--- src/rtl/program_fetch_ctrl.sv ---
// Program fetch controller: issues word reads to program memory, buffers returned
// instructions in a 2-entry FIFO for the decoder, and forwards host loader writes while idle.
module program_fetch_ctrl #(
    parameter int                ADDR_W    = 16,
    parameter logic [ADDR_W-1:0] LAST_ADDR = {ADDR_W{1'b1}},
    parameter logic [31:0]       END_WORD  = 32'hFFFF_FFFF
) (
    input  logic              clk,
    input  logic              rst,
    input  logic              start,
    input  logic [ADDR_W-1:0] start_addr,
    input  logic              halt,
    input  logic              jump_valid,
    input  logic [ADDR_W-1:0] jump_addr,
    output logic              instr_valid,
    output logic [31:0]       instr_data,
    output logic [ADDR_W-1:0] instr_addr,
    input  logic              instr_ready,
    output logic              pm_re,
    output logic [31:0]       pm_rd_addr,
    input  logic [31:0]       pm_rdata,
    input  logic              host_we,
    input  logic [ADDR_W-1:0] host_addr,
    input  logic [31:0]       host_data,
    output logic              pm_we,
    output logic [31:0]       pm_wr_addr,
    output logic [31:0]       pm_wdata,
    output logic              busy,
    output logic              done,
    output logic              host_err
);

    typedef enum logic [1:0] {IDLE, RUN, DRAIN, DONE} state_e;

    state_e            state_q, state_d;
    logic [ADDR_W-1:0] pc_q, pc_d;
    logic              last_iss_q, last_iss_d;
    logic              pm_re_q, pm_re_d;
    logic [ADDR_W-1:0] rd_addr_q, rd_addr_d;
    logic              rvalid_q, rvalid_d;
    logic [ADDR_W-1:0] raddr_q;
    logic [31:0]       fifo_data_q [2];
    logic [ADDR_W-1:0] fifo_addr_q [2];
    logic              wptr_q, wptr_d, rptr_q, rptr_d;
    logic [1:0]        cnt_q, cnt_d;
    logic              pm_we_q, pm_we_d;
    logic [ADDR_W-1:0] pm_wr_addr_q, pm_wr_addr_d;
    logic [31:0]       pm_wdata_q, pm_wdata_d;
    logic              host_err_q, host_err_d;

    logic       pop, push, flush, ret_end, room, can_issue;
    logic [1:0] occ;

    assign pop       = instr_valid && instr_ready;
    assign ret_end   = rvalid_q && (pm_rdata == END_WORD);
    assign room      = (cnt_q != 2'd2) || pop;
    assign occ       = cnt_q - {1'b0, pop};
    assign can_issue = ({1'b0, occ} + {2'b00, pm_re_q}) < 3'd2;

    // A returning word that finds the FIFO full is dropped and re-read later, so
    // the read pipeline can run one ahead of the buffer without losing words.
    always_comb begin
        state_d      = state_q;
        pc_d         = pc_q;
        last_iss_d   = last_iss_q;
        pm_re_d      = 1'b0;
        rd_addr_d    = rd_addr_q;
        rvalid_d     = pm_re_q;
        push         = 1'b0;
        flush        = 1'b0;
        pm_we_d      = 1'b0;
        pm_wr_addr_d = pm_wr_addr_q;
        pm_wdata_d   = pm_wdata_q;
        host_err_d   = 1'b0;

        if (host_we) begin
            if (state_q == IDLE) begin
                pm_we_d      = 1'b1;
                pm_wr_addr_d = host_addr;
                pm_wdata_d   = host_data;
            end else begin
                host_err_d = 1'b1;
            end
        end

        case (state_q)
            IDLE: begin
                rvalid_d = 1'b0;
                if (start) begin
                    state_d    = RUN;
                    pm_re_d    = 1'b1;
                    rd_addr_d  = start_addr;
                    pc_d       = start_addr + ADDR_W'(1);
                    last_iss_d = (start_addr == LAST_ADDR);
                end
            end
            RUN: begin
                if (halt) begin
                    state_d  = IDLE;
                    flush    = 1'b1;
                    rvalid_d = 1'b0;
                end else if (jump_valid) begin
                    flush      = 1'b1;
                    rvalid_d   = 1'b0;
                    pm_re_d    = 1'b1;
                    rd_addr_d  = jump_addr;
                    pc_d       = jump_addr + ADDR_W'(1);
                    last_iss_d = (jump_addr == LAST_ADDR);
                end else if (ret_end) begin
                    state_d  = DRAIN;
                    rvalid_d = 1'b0;
                end else if (rvalid_q && !room) begin
                    pc_d       = raddr_q;
                    last_iss_d = 1'b0;
                    rvalid_d   = 1'b0;
                end else begin
                    push = rvalid_q;
                    if (rvalid_q && (raddr_q == LAST_ADDR)) begin
                        state_d = DRAIN;
                    end else if (!last_iss_q && can_issue) begin
                        pm_re_d    = 1'b1;
                        rd_addr_d  = pc_q;
                        pc_d       = pc_q + ADDR_W'(1);
                        last_iss_d = (pc_q == LAST_ADDR);
                    end
                end
            end
            DRAIN: begin
                rvalid_d = 1'b0;
                if (halt) begin
                    state_d = IDLE;
                    flush   = 1'b1;
                end else if ((cnt_q == 2'd0) || ((cnt_q == 2'd1) && pop)) begin
                    state_d = DONE;
                end
            end
            DONE: begin
                rvalid_d = 1'b0;
                state_d  = IDLE;
                flush    = halt;
            end
            default: begin
                state_d  = IDLE;
                rvalid_d = 1'b0;
            end
        endcase

        if (flush) begin
            cnt_d  = 2'd0;
            wptr_d = 1'b0;
            rptr_d = 1'b0;
        end else begin
            cnt_d  = cnt_q + {1'b0, push} - {1'b0, pop};
            wptr_d = wptr_q ^ push;
            rptr_d = rptr_q ^ pop;
        end
    end

    always_ff @(posedge clk) begin
        if (rst) begin
            state_q      <= IDLE;
            pc_q         <= '0;
            last_iss_q   <= 1'b0;
            pm_re_q      <= 1'b0;
            rd_addr_q    <= '0;
            rvalid_q     <= 1'b0;
            wptr_q       <= 1'b0;
            rptr_q       <= 1'b0;
            cnt_q        <= 2'd0;
            pm_we_q      <= 1'b0;
            pm_wr_addr_q <= '0;
            pm_wdata_q   <= '0;
            host_err_q   <= 1'b0;
        end else begin
            state_q      <= state_d;
            pc_q         <= pc_d;
            last_iss_q   <= last_iss_d;
            pm_re_q      <= pm_re_d;
            rd_addr_q    <= rd_addr_d;
            rvalid_q     <= rvalid_d;
            wptr_q       <= wptr_d;
            rptr_q       <= rptr_d;
            cnt_q        <= cnt_d;
            pm_we_q      <= pm_we_d;
            pm_wr_addr_q <= pm_wr_addr_d;
            pm_wdata_q   <= pm_wdata_d;
            host_err_q   <= host_err_d;
        end
    end

    always_ff @(posedge clk) begin
        raddr_q <= rd_addr_q;
        if (push) begin
            fifo_data_q[wptr_q] <= pm_rdata;
            fifo_addr_q[wptr_q] <= raddr_q;
        end
    end

    assign instr_valid = (cnt_q != 2'd0);
    assign instr_data  = instr_valid ? fifo_data_q[rptr_q] : 32'd0;
    assign instr_addr  = instr_valid ? fifo_addr_q[rptr_q] : '0;
    assign pm_re       = pm_re_q;
    assign pm_rd_addr  = 32'(rd_addr_q);
    assign pm_we       = pm_we_q;
    assign pm_wr_addr  = 32'(pm_wr_addr_q);
    assign pm_wdata    = pm_wdata_q;
    assign busy        = (state_q != IDLE);
    assign done        = (state_q == DONE);
    assign host_err    = host_err_q;

endmodule
--- config.mk ---
export PLATFORM = sky130hd
export DESIGN_NAME = program_fetch_ctrl
export DESIGN_NICKNAME = d
export VERILOG_FILES = /design/src/rtl/program_fetch_ctrl.sv
export SDC_FILE = /design/constraint.sdc
export NUM_CORES = 1
export LEC_CHECK = 0
export BUFFER_PORTS_ARGS = -buffer_cell sky130_fd_sc_hd__buf_2
export CAP_MARGIN = 20
export CORE_UTILIZATION = 30
export DETAILED_ROUTE_END_ITERATION = 10
export SLEW_MARGIN = 10
export SYNTH_ARGS = -nofsm -noshare
export SYNTH_HDL_FRONTEND = slang
export SYNTH_SLANG_ARGS = --single-unit
--- constraint.sdc ---
create_clock -name clk -period 3.1 [get_ports clk]
set_input_delay 0.62 -clock clk [delete_from_list [all_inputs] [get_ports clk]]
set_output_delay 0.62 -clock clk [all_outputs]
set_load 0.03 [all_outputs]
# Yosys cells after proc, flatten, opt, wreduce, memory -nomap -nowiden
# Memories as Yosys holds them, arrays and structs flattened. A register that Yosys moved wholly into a read port is not among the register bits.
# Index checks and enable logic that the tools add are counted.
# classes
addsub	7
order_cmp	1
eq_ne	22
n_mux	63
bitwise_logic	3
reduce_logical	22
# op_table
op	n
$mux 16	15
$eq 16x16->1 const B	4
$pmux 16 s2	2
$add 16x1->16 const B	3
$eq 32x32->1 const B	1
$mux 1	32
$mux 32	1
$ne 3x3->1 const B	6
$mux 2	8
$ne 4x4->1 const B	4
$pmux 2 s4	1
$reduce_and 7->1	1
$logic_and 1x1->1	6
$ne 2x2->1 const B	3
$pmux 1 s2	3
$reduce_and 6->1	1
$reduce_bool 2->1	3
$reduce_and 5->1	1
$eq 2x1->1 const B	2
$eq 2x2->1 const B	2
$logic_not 2->1	2
$reduce_or 2->1	2
$sub 2x1->2	2
$add 2x1->3	1
other kinds (9)	12
# totals
regBits	107
ram_bits	96
inputBits	119
output_inout_bits	150
elab_cells	134
memories	2
# mem_list
name	depth	word_bits	rd	rd_clocked_by_memory_dff	wr	line_no	rtl
fifo_data_q	2	32	1	1	1	42	logic [31:0] fifo_data_q [2];
fifo_addr_q	2	16	1	1	1	43	logic [ADDR_W-1:0] fifo_addr_q [2];

# Depth between registers and ports, before layout
# depth
word_depth	13
depth_mapped	13
ltp_nobuf	12

# Worst setup path before layout
# OpenSTA, ideal clock, no wires.
# synth_path
path_type	input to register
from	input jump_valid
to	memory fifo_addr_q[1][0], enable pin
setup_time_ps	411
arrival_time_ps	2737
t_required_ps	2689
path_slack_ps	-48
stages	6
n_path_buf	3
cell_sequence	clkbuf_1 -> clkbuf_1 -> clkbuf_1 -> nor2_1 -> and3_1 -> ha_1
# synth_between
elab_chain_len	5
# synth_rtl
element	line_no	rtl
from (decl)	13	input logic jump_valid,
$mux 1	102	end else if (jump_valid) begin
$mux 1	98	if (halt) begin
$mux 1	86	case (state_q)
$mux 1	193	if (push) begin
$mux 1 (implied by the code)	195	fifo_addr_q[wptr_q] <= raddr_q;
to (decl)	43	
# No other way between the ends.

# Final worst setup path
# layout_path
from	register state_q[1]
to	register pc_q[3]
# layout_between
elab_chain_len	3
word_cells_on_any_way	10
cone_classes	eq/ne: 6; mux: 1; reduce/logical: 3
# layout_rtl
element	line_no	rtl
from (decl)	35	state_e state_q, state_d;
from (signal assigned)	175	state_q <= state_d;
$eq 2x1->1 or $logic_not 2->1 (tied branches)	86	
$ne 4x4->1 (no source line), or another cell as far along	n/a	
$reduce_and 6->1 (no source line)	n/a	
to (signal assigned)	176	pc_q <= pc_d;
to (decl)	36	logic [ADDR_W-1:0] pc_q, pc_d;
# Parallel ways exist; a longest one is shown, timed or not.
# A chain may end at the register's enable or synchronous reset.

==> out/qor.csv <==
metric;value;unit
Max-Cap Viols;0;
GRT Util Overall;16.2;%
DIE AREA;31700;um^2
Mapped Cells;933;
hold slack final;0.309;ns
Max VDD drop;0.483;mV
Clock power frac;39.2;%
CTS clk-pin slew, worst paths;0.06;ns
postcts setup bufs;0;
initial antenna violation count;7;
share of layout cells above drive strength 1;25.0;%
synth warn;0;
status;complete, no violations;
Routed Antenna Nets;0;
CP Class;reg -> reg;
die width;178;um
Synth Register Bits;203;
Sequential Power Share;46.0;%
vias;7489;
Final Max Tran Viols;0;
core box area;30500;um^2
leak pwr;4.64;nW
Async S/R FF share, synth;0;%
initial core utilization;30.4;%
RD Place Congestion;0.819;
syn_area_per_cell;9.95;um^2
Area Overhead vs Synth;24.0;%
hold crit path type;in -> reg;
vias per inst;4.77;
Crit. End Element;flip-flop;
fill cell count;3135;
CP max FO;46;
switching part of the total power;28.2;%
nets;1280;
post-layout util;37.7;%
Setup crit start;state_q[1]$_SDFFE_PP0P_;
crit path time final;2.54;ns
Tcrit/Tclk final;82.0;%
num rows;64;
clk_lat worst skew;0.52;ns
CP arrival;2.97;ns
first-pass GRT wire length;39700;um
Reg area;5030;um^2
Final HPWL DP;18900;um
Pint;4.85;mW
RSZ-0062 raised after global routing;false;
footprint of the multi-input gates;3840;um^2
register area share after synthesis;54.1;%
CTS tree;done;
CTS root buffer;clkbuf_16;
drt drc;0;
Final Hold Fails;0;
vias in the first global route;7076;
H-tree levels;1;
Required @ worst endpoint;3.53;ns
die height;178;um
hold buffers post-CTS;0;
Worst Hold Launch;pm_rdata[15];
Worst Tran Pin Value;0.671;ns
CTS buffer count;24;
drt wl/cell;16.7;um
reg2reg end;pc_q[3]$_SDFFE_PP0P_;
Clock Skew;0.00922;ns
Top FF cell, synth;dfxtp_1;
post-CTS resize count;0;
Non-Filler Instances;1571;
Setup crit end;pc_q[3]$_SDFFE_PP0P_;
final setup vio count;0;
PwrDens;587;nW/um^2
IO Pins;269;
NetSw;1.91;mW
Post-Syn Area;9290;um^2
Iteration-0 DRC Markers;450;
IO buf count;236;
number of enable flip-flop cells after synthesis;96;
Slew HR;55.1;%
total grt overflow;0;
pin count of the biggest net entering global routing;50;
combinational share of power;14.8;%
fmax;393;MHz
Post-Route WL;26200;um
clock sink count;203;
CTS max path bufs;3;
dpl cells;1523;
cells on worst reg2reg path;8;
Setup TNS Final;0;ns
DR pass1 iterations;5;
reg-to-reg setup timing slack;0.56;ns
FF-to-FF Start;state_q[1]$_SDFFE_PP0P_;
Netlist cell types;52;
Startpoint Class;flip-flop;
[routing by layer]
layer	part of all wire [%]	GRT usage, %	vias to the layer above
li1	-	-	3676
met1	41	20.4	3429
met2	46	26.1	336
met3	11	5.68	42
met4	1.9	4.24	6
met5	0.11	0	-
[worst min path at each step]
stage                                   end  slack (ns)  cells after the start
5_1_grt        fifo_data_q[0][15]$_DFFE_PP_        0.29                      1
6_report       fifo_data_q[1][15]$_DFFE_PP_        0.31                      1
3_3_place_gp             raddr_q[8]$_DFF_P_        0.35                      0
4_1_cts        fifo_data_q[0][15]$_DFFE_PP_        0.29                      1
2_1_floorplan  fifo_addr_q[0][11]$_DFFE_PP_        0.44                      0
3_5_place_dp             raddr_q[4]$_DFF_P_        0.36                      0
[cell usage after synthesis (2+ instances only)]
master	number	share of area, %
ha_1	8	1.1
dfxtp_1	107	23
buf_1	5	0.20
or3_1	4	0.27
nand3b_1	2	0.16
o2111ai_1	3	0.28
a221oi_1	3	0.28
nor2_1	110	4.4
o21ai_0	31	1.7
xor2_1	17	1.6
a311oi_1	8	0.75
nand4_1	19	1.3
buf_6	3	0.36
edfxtp_1	96	31
inv_1	14	0.57
clkbuf_1	44	1.8
a211oi_1	11	0.89
mux2i_1	80	8.6
nor4_1	9	0.61
a211o_1	4	0.38
a21oi_1	67	3.6
nand2_1	140	5.7
o211ai_1	4	0.32
and3_1	5	0.34
xnor2_1	23	2.2
buf_4	32	2.6
and4_1	4	0.38
a31oi_1	3	0.20
buf_2	4	0.22
o21a_1	2	0.16
nor2b_1	2	0.13
o32ai_1	3	0.28
nand3_1	26	1.4
nand2b_1	7	0.47
nor3_1	10	0.54
and2_1	7	0.47
[logic make-up (layout without fill, tap and decap cells)]
group	after synthesis	after routing	synth area share (%)
buf+inv	103	309	5.93
other cells	1	37	0.0404
simple gates	350	350	16.8
fa+ha+maj	8	8	1.08
compound gates	148	148	9.68
flops	203	203	54.1
xor+xnor	40	40	3.77
mux	80	80	8.62
[flip-flops by register name, indices dropped and copies added, names as in the netlist]
register and flops:
fifo_addr_q 32, pm_re 1, raddr_q 16, pm_wr_addr_q 16, rptr_q 1, cnt_q 2, rd_addr_q 16, pm_we 1
pm_wdata 32, fifo_data_q 64, wptr_q 1, state_q 2, last_iss_q 1, rvalid_q 1, pc_q 16, host_err 1
[through the flow]
stage / setup WS, ns / power (mW) / area (um^2)
floorplan: -0.0478 / 3.84 / 9400
CTS: 0.547 / 6.82 / 11500
detailed placement: 0.323 / 4.17 / 10800
global placement: 0.334 / 4.15 / 10800
global route: 0.316 / 7.04 / 11500
finish: 0.559 / 6.75 / 11500
[placed cells by master, fill, tap and decap left out, types with 19 or more instances in the layout]
cell / count
clkbuf_16: 24
nand3_1: 26
nand4_1: 19
dfxtp_1: 106
conb_1: 32
nor2_1: 109
xnor2_1: 23
o21ai_0: 31
edfxtp_1: 96
a21oi_1: 67
nand2_1: 140
mux2i_1: 80
buf_2: 236
[final cells by class]
cell class / count / share of cell area (%)
inverter: 14 / 0.456
multi-input combinational: 658 / 33.3
clock buffer: 30 / 5.59
timing repair buffer: 252 / 11.6
tap: 396 / 4.30
antenna: 5 / 0.109
clock inverter: 13 / 0.924
sequential: 203 / 43.7
[worst max-delay path, cell delays in order (launching register included)]
cell and delay [ns]:
dfxtp_1 0.50, nand2b_1 0.17, buf_4 0.41, nor2_1 0.18
a41oi_1 0.35, o21a_1 0.17, buf_4 0.34, nor2_1 0.07
a311oi_1 0.25
[power by group through the flow]
stage | registers, mW | logic (mW) | clock network, mW
after floorplan | 3.27 | 0.570 | 0
after global placement | 3.16 | 0.995 | 0
after detailed placement | 3.17 | 1.00 | 0
after CTS | 3.11 | 1.01 | 2.71
after global routing | 3.13 | 1.10 | 2.81
final | 3.11 | 0.999 | 2.65
No activity file was read; power rests on OpenSTA's default activity.
